--- src/rtl/secboot_pkg.sv ---
// Shared types and constants for the secure-boot signature sequencer.
package secboot_pkg;

    typedef enum logic [2:0] {
        ST_IDLE,
        ST_LOAD,
        ST_START,
        ST_WAIT,
        ST_REPORT,
        ST_LOCKED
    } state_e;

    localparam int N_PK_W   = 8;
    localparam int N_SIG_W  = 16;
    localparam int N_HASH_W = 8;
    localparam int N_TOT_W  = N_PK_W + N_SIG_W + N_HASH_W;

    localparam logic [1:0] ERR_NONE    = 2'd0;
    localparam logic [1:0] ERR_FRAME   = 2'd1;
    localparam logic [1:0] ERR_TIMEOUT = 2'd2;

endpackage

--- src/rtl/secboot_wdt.sv ---
// WAIT-state watchdog: counts enabled cycles since the last clear and flags the LIMIT-th one.
module secboot_wdt #(
    parameter int unsigned LIMIT = 4096
) (
    input  logic clk_i,
    input  logic rst_ni,
    input  logic clear_i,
    input  logic en_i,
    output logic expire_o
);

    localparam int unsigned CNT_W = $clog2(LIMIT) + 1;

    logic [CNT_W-1:0] cnt_q;

    always_ff @(posedge clk_i or negedge rst_ni) begin
        if (!rst_ni) begin
            cnt_q <= '0;
        end else if (clear_i) begin
            cnt_q <= '0;
        end else if (en_i && !expire_o) begin
            cnt_q <= cnt_q + 1'b1;
        end
    end

    // cnt_q holds the number of enabled cycles already completed
    assign expire_o = en_i && (cnt_q == CNT_W'(LIMIT - 1));

endmodule

--- src/rtl/secboot_verify_seq.sv ---
// Secure-boot signature sequencer: loads pk/sig/hash words, starts the verifier, keeps a sticky verdict.
// Define SECBOOT_TIMEOUT_EN to bound the WAIT state with a watchdog of TIMEOUT_CYC cycles.
//
//  state  | meaning
//  IDLE   | waiting for req_i
//  LOAD   | accepting the 32-word operand stream
//  START  | one-cycle verifier start pulse
//  WAIT   | waiting for verifier done (or watchdog expiry)
//  REPORT | one-cycle done pulse, choose IDLE or LOCKED
//  LOCKED | boot path locked after failure, left only by reset
module secboot_verify_seq #(
    parameter int unsigned TIMEOUT_CYC  = 4096,
    parameter bit          LOCK_ON_FAIL = 1'b1
) (
    input  logic         clk_i,
    input  logic         rst_ni,
    input  logic         req_i,
    input  logic         s_valid_i,
    output logic         s_ready_o,
    input  logic [31:0]  s_data_i,
    input  logic         s_last_i,
    output logic         vfy_start_o,
    output logic [255:0] vfy_pubkey_o,
    output logic [511:0] vfy_sig_o,
    output logic [255:0] vfy_hash_o,
    input  logic         vfy_done_i,
    input  logic         vfy_ok_i,
    output logic         busy_o,
    output logic         done_o,
    output logic         pass_o,
    output logic         fail_o,
    output logic [1:0]   err_code_o,
    output logic         locked_o
);
    import secboot_pkg::*;

    localparam int PK_LO   = 0;
    localparam int SIG_LO  = N_PK_W * 32;
    localparam int HASH_LO = (N_PK_W + N_SIG_W) * 32;
    localparam int OP_W    = N_TOT_W * 32;

    state_e          state_q, state_d;
    logic [4:0]      idx_q;
    logic [OP_W-1:0] op_q;
    logic            pass_q, fail_q;
    logic [1:0]      err_q;
    logic            hs, frame_err, wdt_expire;

    assign hs        = s_valid_i && (state_q == ST_LOAD);
    assign frame_err = hs && (s_last_i != (idx_q == 5'(N_TOT_W - 1)));

`ifdef SECBOOT_TIMEOUT_EN
    secboot_wdt #(
        .LIMIT (TIMEOUT_CYC)
    ) u_wdt (
        .clk_i    (clk_i),
        .rst_ni   (rst_ni),
        .clear_i  (state_q == ST_START),
        .en_i     (state_q == ST_WAIT),
        .expire_o (wdt_expire)
    );
`else
    assign wdt_expire = 1'b0;
`endif

    always_ff @(posedge clk_i or negedge rst_ni) begin
        if (!rst_ni) begin
            state_q <= ST_IDLE;
        end else begin
            state_q <= state_d;
        end
    end

    always_comb begin
        state_d = state_q;
        case (state_q)
            ST_IDLE:   if (req_i) state_d = ST_LOAD;
            ST_LOAD: begin
                if (frame_err) begin
                    state_d = ST_REPORT;
                end else if (hs && (idx_q == 5'(N_TOT_W - 1))) begin
                    state_d = ST_START;
                end
            end
            ST_START:  state_d = ST_WAIT;
            ST_WAIT:   if (vfy_done_i || wdt_expire) state_d = ST_REPORT;
            ST_REPORT: state_d = (fail_q && LOCK_ON_FAIL) ? ST_LOCKED : ST_IDLE;
            ST_LOCKED: state_d = ST_LOCKED;
            default:   state_d = ST_IDLE;
        endcase
    end

    always_ff @(posedge clk_i or negedge rst_ni) begin
        if (!rst_ni) begin
            idx_q  <= '0;
            op_q   <= '0;
            pass_q <= 1'b0;
            fail_q <= 1'b0;
            err_q  <= ERR_NONE;
        end else begin
            case (state_q)
                ST_IDLE: begin
                    if (req_i) begin
                        idx_q  <= '0;
                        op_q   <= '0;
                        pass_q <= 1'b0;
                        fail_q <= 1'b0;
                        err_q  <= ERR_NONE;
                    end
                end
                ST_LOAD: begin
                    if (hs) begin
                        op_q[{idx_q, 5'b0} +: 32] <= s_data_i;
                        idx_q <= idx_q + 1'b1;
                        if (frame_err) begin
                            err_q  <= ERR_FRAME;
                            fail_q <= 1'b1;
                        end
                    end
                end
                ST_WAIT: begin
                    // a done in the expiry cycle still yields the real verdict
                    if (vfy_done_i) begin
                        pass_q <= vfy_ok_i;
                        fail_q <= !vfy_ok_i;
                    end else if (wdt_expire) begin
                        err_q  <= ERR_TIMEOUT;
                        fail_q <= 1'b1;
                    end
                end
                default: ;
            endcase
        end
    end

    assign s_ready_o    = (state_q == ST_LOAD);
    assign vfy_start_o  = (state_q == ST_START);
    assign done_o       = (state_q == ST_REPORT);
    assign busy_o       = (state_q != ST_IDLE) && (state_q != ST_LOCKED);
    assign locked_o     = (state_q == ST_LOCKED);
    assign pass_o       = pass_q;
    assign fail_o       = fail_q;
    assign err_code_o   = err_q;
    assign vfy_pubkey_o = op_q[PK_LO   +: N_PK_W*32];
    assign vfy_sig_o    = op_q[SIG_LO  +: N_SIG_W*32];
    assign vfy_hash_o   = op_q[HASH_LO +: N_HASH_W*32];

endmodule

--- config.mk ---
export PLATFORM = sky130hd
export DESIGN_NAME = secboot_verify_seq
export DESIGN_NICKNAME = d
export VERILOG_FILES = /design/src/rtl/secboot_pkg.sv /design/src/rtl/secboot_wdt.sv /design/src/rtl/secboot_verify_seq.sv
export SDC_FILE = /design/constraint.sdc
export NUM_CORES = 2
export LEC_CHECK = 0
export ABC_AREA = 1
export CAP_MARGIN = 20
export CORE_AREA = 2 2 418 420
export CTS_CLUSTER_DIAMETER = 150
export CTS_CLUSTER_SIZE = 14
export DETAILED_ROUTE_END_ITERATION = 16
export DIE_AREA = 0 0 420 422
export SYNTH_ARGS = -nofsm -noshare
export SYNTH_HDL_FRONTEND = slang
export SYNTH_SLANG_ARGS = --single-unit
--- constraint.sdc ---
create_clock -name clk_i -period 2.92 [get_ports clk_i]
set_input_delay 0.292 -clock clk_i [delete_from_list [all_inputs] [get_ports clk_i]]
set_output_delay 0.292 -clock clk_i [all_outputs]
set_load 0.1 [all_outputs]
==> impl_metrics.yaml <==
status:
  status: "finished, final reports clean"
final_layout:
  drive_gt1_frac: 0.235
  synthToLayoutAreaGrowth_pct: 31.7
  finalNonFillerCells: 8384
  fin_util: 0.340
  fin_nets: 6088
  final_area_um2: 58800
  num-fill-cells: 17900
timing:
  timing.fmax_mhz: 357
  finClkSkew_ns: 0.0410
  setup_viol: 0
  fin_ws_ns: 0.121
  drv_slew: 0
  slew_headroom: 0.374
  worst_pin_slew_ns: 0.940
  period_minus_slack_ns: 2.80
  period_share: 0.959
  hold_viol_final: 0
floorplanning:
  die_h_um: 422
  die_w_um: 420
  core_region_area_um2: 173000
  die_area_um2: 177000
  ios: 1072
  start_util: 0.258
  row_count: 153
worst_setup_path:
  critPathLaunch: "state_q[0]"
  cp_num_buf_inv: 5
  crit_path_max_incr_delay_ns: 0.44
  r2r_setup_slack_ns: 0.20
  worstSetupPathType: "register to primary output"
  path_cells: "inv_1 > nor2_2 > nand2_4 > bufinv_16 > buf_16 > buf_16 > buf_12"
  cp_max_fo: 26
  path_common_cell: "buf_16"
  worst-path-stages: 7
  cp_top_family: "buffers and inverters"
  regToRegStartpoint: "idx_q[0]"
  required_ns: 2.63
  cpMaxStageDelayCell: "dfrtp_2"
  r2r_cells: 13
  critPathCaptureType: "primary output"
  startpoint_type: "register"
  cp_data_arrival_time_ns: 2.51
routing:
  drcViolationCount: 0
  drt-pass1-iter-count: 6
  avgViaCountPerCell: 5.33
  ant_nets: 0
  drt_iter0_markers: 4999
  wirelength_mm: 236
  vias: 44700
  wl_per_cell_um: 28.2
cts:
  htreeDepth: 3
  tritoncts: "done"
  cts_sinks: 1035
  numCtsBuffers: 84
  cts_root_buffer: "clkbuf_16"
  clock_latency_ns: 0.72
  cts.clk_slew.worst_paths_ns: 0.07
  clockBufferDepth: 3
synth:
  synth.most_common_cell: "nand3_1"
  ys.flop_type: "dfrtp_1"
  synth.net_count: 5175
  synth_top_area_cell: "dfrtp_1"
  ys_seq_area_frac: 0.580
  ys_types: 29
  syn_inst: 5129
  synth_edf_count: 0
  synthArstFlopShare: 1.00
  yosys.area.top_type_share: 0.580
  yosys-top-cells-area: "dfrtp_1 (58%), nand3_1 (18%), nand2_1 (8.3%), nand4_1 (2.7%), clkbuf_1 (2.3%)"
  yosys_warnings: 0
  syn_area_um2: 44700
  synthTopCellsByCount: "nand3_1 (1596), dfrtp_1 (1035), nand2_1 (990), clkbuf_1 (271), o21ai_0 (202)"
  ys_seq_elements: 1035
  avgSynthCellArea_um2: 8.71
pwr:
  power.density_nw_per_um2: 771
  total_power_mw: 45.4
  p_leak_nw: 31.1
  irDropWorstVdd_mv: 0.631
global_route:
  grt_first_pass_wirelength_mm: 327
  antenna_found_initial: 10
  grt_max_degree: 189
  grt_use_total: 0.255
  first_global_vias: 41600
  grt_overflow_total: 0
place:
  pre_cts_ws_ns: 0.0136
  portBuffers: 1070
  place.gp.congestion: 0.929
  place_hpwl_mm: 168
  placed_cell_area_um2: 56400
  dp.cells: 8276
flow_run:
  maxCapViolCount: 0
min_path:
  hold_path.class: "input pin to async pin"
==> cell usage in the layout (no fill, tap or decap), types with 3 or more instances in the layout <==
master	synthesis	final
a21oi_1	7	7
nor2_1	177	156
o21ai_1	156	156
inv_2	5	4
diode_2	0	8
nor2_2	4	16
inv_6	0	4
ha_1	7	7
buf_4	3	1205
inv_1	150	150
dfrtp_1	1035	1033
clkdlybuf4s50_1	0	37
nand4_1	193	193
buf_12	0	61
o21ai_0	202	202
nand2_2	3	4
nand3_2	2	3
nand2_4	0	4
nand2_1	990	985
inv_16	0	3
nor2_4	3	12
nand3_1	1596	1593
clkbuf_16	0	85
nor3_1	100	99
==> area by class of cell <==
type	count	area (um^2)	share of cell area
Inverter	157	618	0.0105
Multi-Input combinational cell	3450	16300	0.278
Timing Repair inverter	1	8.76	0.000149
Sequential cell	1035	25900	0.440
Clock inverter	9	124	0.00211
Antenna cell	8	20.0	0.000340
Timing Repair Buffer	1313	10800	0.183
Clock buffer	86	2110	0.0359
Tap cell	2325	2910	0.0495
==> report_power, final <==
part           total [mW]  internal (mW)  switching, mW
Sequential           15.2           14.8          0.383
Combinational        19.4           3.37           16.0
Clock                10.8           5.18           5.58
Total                45.4           23.4           22.0
==> cell families (layout without fill, tap and decap cells) <==
group                    after synthesis  after routing  synth area share
AND/OR/NAND/NOR                     3072           3072             0.318
flip-flops                          1035           1035             0.580
buffers and inverters                644           1566            0.0580
AO/OA/AOI/OAI                        368            368            0.0414
adder cells (fa/ha/maj)                7              7           0.00196
XOR/XNOR                               2              2          0.000392
other                                  1              9         0.0000840
==> metal layers <==
metal | part of all wire | GRT usage
met4 | 0.070 | 0.153
met5 | 0.00017 | 0
met2 | 0.45 | 0.395
met3 | 0.078 | 0.0469
met1 | 0.40 | 0.332
==> flip-flops by register name (all words and copies together) (netlist names) <==
| register | cells |
|---|---|
| op_q | 1024 |
| idx_q | 5 |
| state_q | 3 |
| err_code_o | 1 |
| fail_o | 1 |
| pass_o | 1 |
==> timing repair <==
| action | CTS | global route |
|---|---|---|
| hold buffers | 1 | 0 |
| endpoints found under the setup margin | 56 | 35 |
| gates cloned | 0 | 2 |
| hold endpoints to repair | 25 | 0 |
| resized for setup | 5 | 5 |
| buffers inserted | 0 | 2 |
==> metrics by stage <==
step,setup TNS (ns),hold WS [ns]
2_1_floorplan,0,-0.00359
3_5_place_dp,0,0.358
6_report,0,0.202
5_1_grt,-0.0108,0.188
4_1_cts,0,0.154
3_3_place_gp,-0.120,0.353
==> worst paths after layout <==
path	endpoint
min in group clk_i	pass_o
setup reg to reg	op_q[642]
hold / removal	op_q[271]
hold reg to reg	op_q[993]
setup / recovery	s_ready_o
max in group asynchronous	pass_o
Power figures use the tool's default switching activity.
